--- config.mk ---
export PLATFORM = sky130hd
export DESIGN_NAME = psoa_sigmoid_sym_stage
export DESIGN_NICKNAME = d
export VERILOG_FILES = /design/src/rtl/psoa_sigmoid_pkg.sv /design/src/rtl/psoa_sigmoid.sv /design/src/rtl/psoa_sym_fifo.sv /design/src/rtl/psoa_sigmoid_sym_stage.sv
export SDC_FILE = /design/constraint.sdc
export NUM_CORES = 1
export LEC_CHECK = 0
export BUFFER_PORTS_ARGS = -buffer_cell sky130_fd_sc_hd__buf_2
export CELL_PAD_IN_SITES_DETAIL_PLACEMENT = 1
export CELL_PAD_IN_SITES_GLOBAL_PLACEMENT = 1
export CORE_ASPECT_RATIO = 1.1
export CORE_MARGIN = 3
export CORE_UTILIZATION = 45
export DETAILED_ROUTE_END_ITERATION = 8
export GPL_ROUTABILITY_DRIVEN = 0
export PLACE_DENSITY = 0.73
export SLEW_MARGIN = 20
export SYNTH_ARGS = -nofsm -noshare
export SYNTH_HDL_FRONTEND = slang
export SYNTH_SLANG_ARGS = --single-unit
--- constraint.sdc ---
create_clock -name clk -period 2.35 [get_ports clk]
set_clock_uncertainty 0.15 [all_clocks]
set_input_delay 0.3525 -clock clk [delete_from_list [all_inputs] [get_ports clk]]
set_output_delay 0.3525 -clock clk [all_outputs]
set_load 0.005 [all_outputs]
--- src/rtl/psoa_sigmoid_pkg.sv ---
// Shared fixed-point types and constants for the signed sigmoid stage and its unsigned core.
package psoa_sigmoid_pkg;

   typedef logic signed [15:0] fix16_s_t;
   typedef logic [15:0]        fix16_u_t;

   localparam int       FRAC_BITS   = 10;
   localparam fix16_u_t ONE_Q10     = 16'd1024;
   localparam fix16_u_t MAX_ABS_DEF = 16'd8191;

endpackage

--- src/rtl/psoa_sigmoid.sv ---
// Unsigned Q6.10 sigmoid core: piecewise-linear approximation, LAT register stages, no stall.
module psoa_sigmoid
   import psoa_sigmoid_pkg::*;
#(
   parameter int LAT = 1
) (
   input  logic        clk,
   input  logic [15:0] x,
   output logic [15:0] f_x
);

   fix16_u_t f_c;
   fix16_u_t pipe [LAT];

   // Segments break at 1.0, 2.375 and 5.0; slopes are powers of two so shifts suffice.
   always_comb begin
      f_c = ONE_Q10;
      if (x >= 16'd5120) begin
         f_c = ONE_Q10;
      end else if (x >= 16'd2432) begin
         f_c = (x >> 5) + 16'd864;
      end else if (x >= 16'd1024) begin
         f_c = (x >> 3) + 16'd640;
      end else begin
         f_c = (x >> 2) + 16'd512;
      end
   end

   always_ff @(posedge clk) begin
      pipe[0] <= f_c;
      for (int i = 1; i < LAT; i++) begin
         pipe[i] <= pipe[i-1];
      end
   end

   assign f_x = pipe[LAT-1];

endmodule

--- src/rtl/psoa_sym_fifo.sv ---
// Synchronous FIFO with a registered head word (dout is not fall-through).
module psoa_sym_fifo
   import psoa_sigmoid_pkg::*;
#(
   parameter int WIDTH = 16,
   parameter int DEPTH = 4
) (
   input  logic                       clk,
   input  logic                       reset_n,
   input  logic                       push,
   input  logic                       pop,
   input  logic [WIDTH-1:0]           din,
   output logic [WIDTH-1:0]           dout,
   output logic [$clog2(DEPTH):0]     count
);

   localparam int AW = $clog2(DEPTH);
   localparam int CW = AW + 1;

   logic [WIDTH-1:0] mem [DEPTH];
   logic [AW-1:0]    wr_ptr;
   logic [AW-1:0]    rd_ptr;
   logic [AW-1:0]    rd_nxt;

   assign rd_nxt = rd_ptr + AW'(1);

   always_ff @(posedge clk) begin
      if (push) begin
         mem[wr_ptr] <= din;
      end
   end

   // The head register reloads from din when the written word becomes the head,
   // otherwise from the next stored entry after a pop.
   always_ff @(posedge clk or negedge reset_n) begin
      if (!reset_n) begin
         wr_ptr <= '0;
         rd_ptr <= '0;
         count  <= '0;
         dout   <= '0;
      end else begin
         if (push) begin
            wr_ptr <= wr_ptr + AW'(1);
         end
         if (pop) begin
            rd_ptr <= rd_nxt;
         end
         count <= count + CW'(push) - CW'(pop);
         if (push && ((count == CW'(0)) || ((count == CW'(1)) && pop))) begin
            dout <= din;
         end else if (pop && (count > CW'(1))) begin
            dout <= mem[rd_nxt];
         end
      end
   end

endmodule

--- src/rtl/psoa_sigmoid_sym_stage.sv ---
// Signed wrapper around psoa_sigmoid: clamp |x|, track sign, apply f(-x) = 1 - f(x), buffer in a FIFO.
// Optional saturation counter port sat_count when PSOA_SAT_CNT_EN is defined.
module psoa_sigmoid_sym_stage
   import psoa_sigmoid_pkg::*;
#(
   parameter int       CORE_LAT = 1,
   parameter int       DEPTH    = 4,
   parameter fix16_u_t MAX_ABS  = MAX_ABS_DEF
) (
   input  logic        clk,
   input  logic        reset_n,
   input  logic        in_valid,
   output logic        in_ready,
   input  logic [15:0] in_x,
   output logic        out_valid,
   input  logic        out_ready,
   output logic [15:0] out_f
`ifdef PSOA_SAT_CNT_EN
   ,
   output logic [15:0] sat_count
`endif
);

   localparam int CW = $clog2(DEPTH) + 1;
   localparam int SB = CORE_LAT + 1;

   // 17-bit magnitude so that -32768 maps to +32768 instead of wrapping.
   function automatic logic [16:0] abs17(input fix16_s_t x);
      logic [16:0] wide;
      wide = {x[15], x};
      return x[15] ? (17'd0 - wide) : wide;
   endfunction

   function automatic fix16_u_t clamp_mag(input logic [16:0] m);
      return (m > {1'b0, MAX_ABS}) ? MAX_ABS : m[15:0];
   endfunction

   function automatic fix16_u_t sym_fix(input fix16_u_t f, input logic neg);
      if (neg) begin
         return (f >= ONE_Q10) ? 16'd0 : (ONE_Q10 - f);
      end
      return (f > ONE_Q10) ? ONE_Q10 : f;
   endfunction

   logic          accept;
   logic [16:0]   in_abs;
   fix16_u_t      in_mag;
   fix16_u_t      x_reg;
   fix16_u_t      f_x;
   logic [SB-1:0] vld_sb;
   logic [SB-1:0] sgn_sb;
   logic          push;
   logic          pop;
   fix16_u_t      r_tail;
   logic [CW-1:0] count;
   int            occ_next;
   logic          ready_next;

   assign accept = in_valid & in_ready;
   assign in_abs = abs17(in_x);
   assign in_mag = clamp_mag(in_abs);

   // Input stage: clamped magnitude drives the core directly
   always_ff @(posedge clk) begin
      if (accept) begin
         x_reg <= in_mag;
      end
   end

   psoa_sigmoid #(
      .LAT(CORE_LAT)
   ) u_core (
      .x  (x_reg),
      .clk(clk),
      .f_x(f_x)
   );

   // Credit check on next-state occupancy so the registered in_ready is exact each cycle.
   always_comb begin
      occ_next   = int'(count) + int'(push) - int'(pop) + int'(accept)
                 + $countones(vld_sb[SB-2:0]);
      ready_next = (occ_next < DEPTH);
   end

   always_ff @(posedge clk or negedge reset_n) begin
      if (!reset_n) begin
         vld_sb   <= '0;
         sgn_sb   <= '0;
         in_ready <= 1'b0;
      end else begin
         vld_sb   <= {vld_sb[SB-2:0], accept};
         sgn_sb   <= {sgn_sb[SB-2:0], accept & in_x[15]};
         in_ready <= ready_next;
      end
   end

   // Tail stage: sideband is aligned with f_x here
   assign push   = vld_sb[SB-1];
   assign r_tail = sym_fix(f_x, sgn_sb[SB-1]);

   assign out_valid = (count != CW'(0));
   assign pop       = out_valid & out_ready;

   psoa_sym_fifo #(
      .WIDTH(16),
      .DEPTH(DEPTH)
   ) u_fifo (
      .clk    (clk),
      .reset_n(reset_n),
      .push   (push),
      .pop    (pop),
      .din    (r_tail),
      .dout   (out_f),
      .count  (count)
   );

`ifdef PSOA_SAT_CNT_EN
   always_ff @(posedge clk or negedge reset_n) begin
      if (!reset_n) begin
         sat_count <= '0;
      end else if (accept && (in_abs > {1'b0, MAX_ABS}) && (sat_count != 16'hFFFF)) begin
         sat_count <= sat_count + 16'd1;
      end
   end
`endif

endmodule
==> results_dict.tcl, run 1 <==
set metrics [dict create \
    crit_arrival_ns 2.61 \
    cp-start-kind "flip-flop" \
    start_util 0.469 \
    cts_num_sinks 123 \
    synth-warning-count 0 \
    dpl_worst_slack_ns -0.110 \
    layout_common_cells "80 x edfxtp_1, 37 x buf_2, 32 x nor2_1, 31 x nand2_1" \
    final_cells 701 \
    reg2reg_to "in_ready$_DFF_PN0_" \
    slew_headroom 0.536 \
    end_kind "flip-flop" \
    required_ns 2.50 \
    io_pins 38 \
    ys_seq_area_frac 0.593 \
    critPathMaxFanout 2 \
    final_min_period_over_clock_period 1.05 \
    worst_path_max_delay_cell "fa_2" \
    syn_to_final_growth_pct 24.0 \
    power_density_nw_per_um2 1110 \
    crit_start "u_fifo.count[2]$_DFF_PN0_" \
    grt_max_degree 29 \
    grt_usage 0.200 \
    finalSetupViolations 1 \
    worstMarginPinSlew_ns 0.697 \
    vias 3831 \
    core_um2 12200 \
    die_x_um 114 \
    die_area_um2 14100 \
    timing.rr.start "u_fifo.count[2]$_DFF_PN0_" \
    path_cells "nor2_2, nand2_2, and2_4, ha_4, inv_2, ha_4, fa_2, nor2b_4, a211oi_2, a22o_1" \
    drt_iter0_markers 186 \
    portBuffers 37 \
    dr.pass1.iters 4 \
    ys_ff_latch 123 \
    antenna_left 0 \
    clk_latency_ns 0.41 \
    row_count 42 \
    dp_cells 661 \
    final_common_cell "edfxtp_1" \
    max_cap_violations 0 \
    route.detailed.drc 0 \
    syn_area_um2 5740 \
    diodes 0 \
    min_period_ns 2.46 \
    cts_root_buffer "clkbuf_16" \
    clk_path_buf_depth 2 \
    violations "negative setup slack" \
    avgRoutedWirePerCell_um 19.4 \
    synth.distinct_cells 60 \
    first_global_vias 4245 \
    cts_tree "yes" \
    cp_top_family "adder cells" \
    synth-edff-count 80 \
    syn_inst 435 \
    antenna_found_initial 0 \
    reg2regPathDepth 10 \
    synth.avg_cell_area_um2 13.2 \
    gr-total-overflow 0 \
    via_per_inst 5.47 \
    max_freq_ghz 0.406 \
    whs_path_depth 2 \
    endpoint "in_ready$_DFF_PN0_" \
    hold_class "input pin to flip-flop" \
    ys_async_sr_fraction 0.228 \
    grt_pass1_wl_um 21700 \
    status "finished with violations" \
    dp_hpwl_um 9000 \
    path_buf_inv 1 \
    cts_buffers 17 \
    worstSetupPathType "flip-flop to flip-flop" \
    die_h_um 124 \
    path_common_cell "ha_4" \
    clkTransAtPathRegs_ns 0.06 \
    largest_register_ffs 64 \
    grt_setup_unrepaired "true" \
    slew_violations 0 \
    finalWorstSetupSlack_ns -0.112 \
    wl_um 13600 \
    fin_nets 575 \
    synth-main-ff-cell "edfxtp_1" \
    final_hold_viol_count 0 \
    drive_above_1_share 0.271 \
    cts_max_level 4 \
    crit_path_max_incr_delay_ns 0.54 \
    peakVddDrop_mv 0.801 \
    cp.depth 10 \
    r2r_slack_ns -0.11 \
    p_leak_nw 2.90 \
]
-- stage by stage --
stage	utilization	cell area, um2	hold WS [ns]	power, mW	TNS (ns)
6_report	0.581	7120	0.0729	7.93	-0.112
5_1_grt	0.581	7120	0.0753	8.40	-0.215
4_1_cts	0.573	7020	0.0546	7.92	-0.0427
3_5_place_dp	0.522	6390	0.224	5.31	-0.110
3_3_place_gp	0.522	6390	0.203	5.14	0
2_1_floorplan	-	5870	-0.0931	4.49	-0.00507
-- cells by family (layout without fill, tap and decap cells) --
kind of cell             after synthesis  in the layout  synth area share
AND/OR/NAND/NOR                      125            125             0.119
flip-flops                           123            123             0.593
AO/OA/AOI/OAI                         73             73            0.0881
multiplexers                          37             37            0.0996
buffers and inverters                 37            124            0.0251
adder cells (fa/ha/maj)               21             21            0.0471
XOR/XNOR                              18             18            0.0275
other                                  1             26          0.000653
-- per-layer routing --
layer  wire length, um  vias to the layer above  track usage  part of all wire
li1                  -                     1808            -                 -
met1              5280                     1912        0.221              0.39
met2              7560                       92        0.364              0.56
met3               443                       19       0.0466             0.033
met4               315                        0       0.0792             0.023
met5                 0                        -            0                 0
-- synth_stat cells (all sizes together) (6+ instances only) --
master / instances / area [um2]
ha: 20 / 250
nor2: 33 / 124
a21o: 8 / 60.1
nor3: 8 / 50.1
clkbuf: 9 / 33.8
a211oi: 14 / 110
a21oi: 13 / 68.8
dfrtp: 28 / 701
a31oi: 8 / 50.1
o21ai: 15 / 78.8
inv: 23 / 86.3
xnor2: 6 / 52.6
nand3: 6 / 35.0
nand2: 33 / 124
xor2: 12 / 105
mux2i: 20 / 200
and2: 7 / 43.8
edfxtp: 80 / 2400
dfxtp: 15 / 300
nor4: 8 / 77.6
mux4: 16 / 360
-- power by group --
| part | internal, mW | switching [mW] |
|---|---|---|
| clock network | 1.55 | 0.945 |
| registers | 2.74 | 0.243 |
| logic | 1.22 | 1.22 |
| total | 5.52 | 2.41 |
-- area by class of cell --
cell class | instances | area [um2]
clock inverters | 15 | 153
flip-flops and latches | 123 | 3400
multi-input cells | 300 | 2410
well taps | 154 | 193
repair buffers | 68 | 445
inverters | 24 | 90.1
fillers | 1218 | 5130
clock buffers | 17 | 425
-- worst min path at each step --
| stage | from | end | slack, ns |
|---|---|---|---|
| 2_1_floorplan | reset_n | in_ready$_DFF_PN0_ | -0.09 |
| 3_3_place_gp | sgn_sb[0]$_DFF_PN0_ | sgn_sb[1]$_DFF_PN0_ | 0.20 |
| 3_5_place_dp | sgn_sb[0]$_DFF_PN0_ | sgn_sb[1]$_DFF_PN0_ | 0.22 |
| 4_1_cts | in_valid | sgn_sb[0]$_DFF_PN0_ | 0.05 |
| 5_1_grt | in_valid | sgn_sb[0]$_DFF_PN0_ | 0.08 |
| 6_report | in_valid | sgn_sb[0]$_DFF_PN0_ | 0.07 |
-- worst reg2reg max path, delay by kind of cell, from the launching register on --
kind | cells | cell delay (ns)
fa+ha+maj | 3 | 0.95
buf+inv | 1 | 0.04
flops | 1 | 0.39
compound gates | 2 | 0.29
simple gates | 4 | 0.54
-- what timing repair did --
| item | in CTS | in global routing |
|---|---|---|
| hold endpoints to repair | 28 | 0 |
| pin swaps | 2 | 9 |
| buffers inserted | 3 | 4 |
| setup endpoints to repair | 6 | 29 |
| gates cloned | 0 | 0 |
| hold buffers | 1 | 0 |
| resized for setup | 4 | 13 |
No activity file was read; power rests on OpenSTA's default activity.
==> run 2, diff against run 1 <==
Settings changed: CORE_UTILIZATION 45 to 54, PLACE_DENSITY 0.73 to 0.82.
Clock period 2.35 ns to 3 ns, I/O delays scaled along.
==> results_dict.tcl, run 2 (synthesized netlist as in run 1, its figures left out) <==
set metrics [dict create \
    die_x_um 104 \
    core_um2 10100 \
    antenna_left 0 \
    n_fill_cell 1004 \
    syn_to_final_growth_pct 18.8 \
    hold_path_end "sgn_sb[0]$_DFF_PN0_" \
    critPathMaxFanout 4 \
    drt_iter0_markers 191 \
    p_leak_nw 2.80 \
    cts_root_buffer "clkbuf_8" \
    dp_cells 633 \
    path_common_cell "ha_1" \
    final_common_cell "edfxtp_1" \
    fin_nets 554 \
    final_hold_viol_count 0 \
    antenna_found_initial 0 \
    worstMarginPinSlew_ns 0.996 \
    end_kind "flip-flop" \
    grt_usage 0.264 \
    io_pins 38 \
    grt_setup_unrepaired "false" \
    p_int_mw 4.30 \
    crit_path_max_incr_delay_ns 0.45 \
    path_buf_inv 1 \
    crit_arrival_ns 3.10 \
    dr.pass1.iters 4 \
    grt_max_degree 29 \
    diodes 0 \
    required_ns 3.31 \
    dp_hpwl_um 8930 \
    cp-start-kind "flip-flop" \
    cts_tree "yes" \
    swShare 0.297 \
    hp-start "in_valid" \
    final_util 0.673 \
    grt_pass1_wl_um 23600 \
    cts_buffers 17 \
    layout_common_cells "80 x edfxtp_1, 37 x buf_2, 33 x nand2_1, 32 x nor2_1, 28 x dfrtp_1" \
    status "completed" \
    reg2reg_to "in_ready$_DFF_PN0_" \
    p_sw_mw 1.81 \
    clkTransAtPathRegs_ns 0.06 \
    via_per_inst 5.83 \
    worst_path_max_delay_cell "fa_1" \
    r2r_slack_ns 0.21 \
    worstSetupPathType "flip-flop to flip-flop" \
    slew_violations 0 \
    die_h_um 114 \
    min_period_ns 2.79 \
    finalSetupViolations 0 \
    clkPwrFrac 0.340 \
    wl_um 14500 \
    avgRoutedWirePerCell_um 21.8 \
    power_density_nw_per_um2 897 \
    cts_max_level 4 \
    portBuffers 37 \
    max_freq_ghz 0.358 \
    timing.rr.start "u_fifo.count[1]$_DFF_PN0_" \
    cp_top_family "adder cells" \
    slew_headroom 0.336 \
    final_min_period_over_clock_period 0.930 \
    cts_setup_buffers 0 \
    fin_tns_setup_ns 0 \
    route.detailed.drc 0 \
    vias 3884 \
    max_cap_violations 0 \
    seqPwrFrac 0.393 \
    clk_path_buf_depth 2 \
    row_count 38 \
    drive_above_1_share 0.200 \
    clk_latency_ns 0.53 \
    final_cells 666 \
    gr-total-overflow 0 \
    whs_path_depth 2 \
    power_mw 6.12 \
    die_area_um2 11900 \
    hold_class "input pin to flip-flop" \
    cts_num_sinks 123 \
    combinationalPowerShare 0.267 \
    largest_register_ffs 64 \
    path_cells "nor2_2, nand2_1, and2_1, ha_1, inv_1, ha_1, fa_1, a21oi_1, mux2i_1, a211oi_1, a22o_1" \
    peakVddDrop_mv 0.430 \
    first_global_vias 4440 \
    start_util 0.567 \
    reg2regPathDepth 11 \
]
==> run 2: changes by cell type in the layout (fill, tap and decap cells not counted), sizes merged <==
cell      before  now
clkinvlp       5    0
clkbuf        17   23
bufinv         2    4
buf           67   46
clkinv         9    6
==> run 2: power groups by stage <==
| stage | clock (mW) | combinational, mW | sequential [mW] |
|---|---|---|---|
| CTS | 2.11 | 1.65 | 2.40 |
| finish | 2.08 | 1.63 | 2.40 |
| detailed placement | 0 | 1.58 | 2.42 |
| global placement | 0 | 1.48 | 2.38 |
| floorplan | 0 | 1.16 | 2.32 |
| global route | 2.19 | 1.80 | 2.44 |
==> run 2: worst register-to-register path: cells and delay by family (launching register included) <==
family | cells | cell delay (ns)
AO/OA/AOI/OAI | 3 | 0.58
flip-flops | 1 | 0.42
adder cells (fa/ha/maj) | 3 | 0.95
AND/OR/NAND/NOR | 3 | 0.50
multiplexers | 1 | 0.09
buffers and inverters | 1 | 0.04
==> run 2: worst max-delay path by stage <==
stage               depth (start not counted)  slack, ns                 end                       from
floorplan                                  11       0.54  in_ready$_DFF_PN0_  u_fifo.count[1]$_DFF_PN0_
global placement                           11       0.48  in_ready$_DFF_PN0_  u_fifo.count[1]$_DFF_PN0_
detailed placement                         11       0.28  in_ready$_DFF_PN0_  u_fifo.count[1]$_DFF_PN0_
CTS                                        11       0.17  in_ready$_DFF_PN0_  u_fifo.count[1]$_DFF_PN0_
global route                               11       0.04  in_ready$_DFF_PN0_  u_fifo.count[1]$_DFF_PN0_
finish                                     11       0.21  in_ready$_DFF_PN0_  u_fifo.count[1]$_DFF_PN0_
==> run 2: layer usage <==
metal	wire, um	GRT usage
met1	5370	0.282
met2	8200	0.497
met3	557	0.0530
met4	382	0.129
met5	0	0
==> run 2: final cells by class <==
cell class                 instances  area, um2  area share
timing repair buffer              47        263      0.0385
multi-input combinational        300       2290       0.336
clock inverter                     9        144      0.0211
sequential                       123       3400       0.499
tap                              140        175      0.0257
inverter                          24       90.1      0.0132
clock buffer                      23        457      0.0670
==> run 2: stage by stage <==
stage	hold WS (ns)	area, um2	setup WS (ns)
after floorplan	0.00441	5830	0.538
after global placement	0.210	6210	0.479
after detailed placement	0.210	6210	0.279
after CTS	0.0418	6820	0.166
after global routing	0.0431	6820	0.0438
final	0.0585	6820	0.209
==> run 2: timing repair <==
action                                  CTS  global route
hold buffers                              1             0
hold endpoints to repair                 28             0
resized for setup                         0             1
endpoints found under the setup margin    0             1
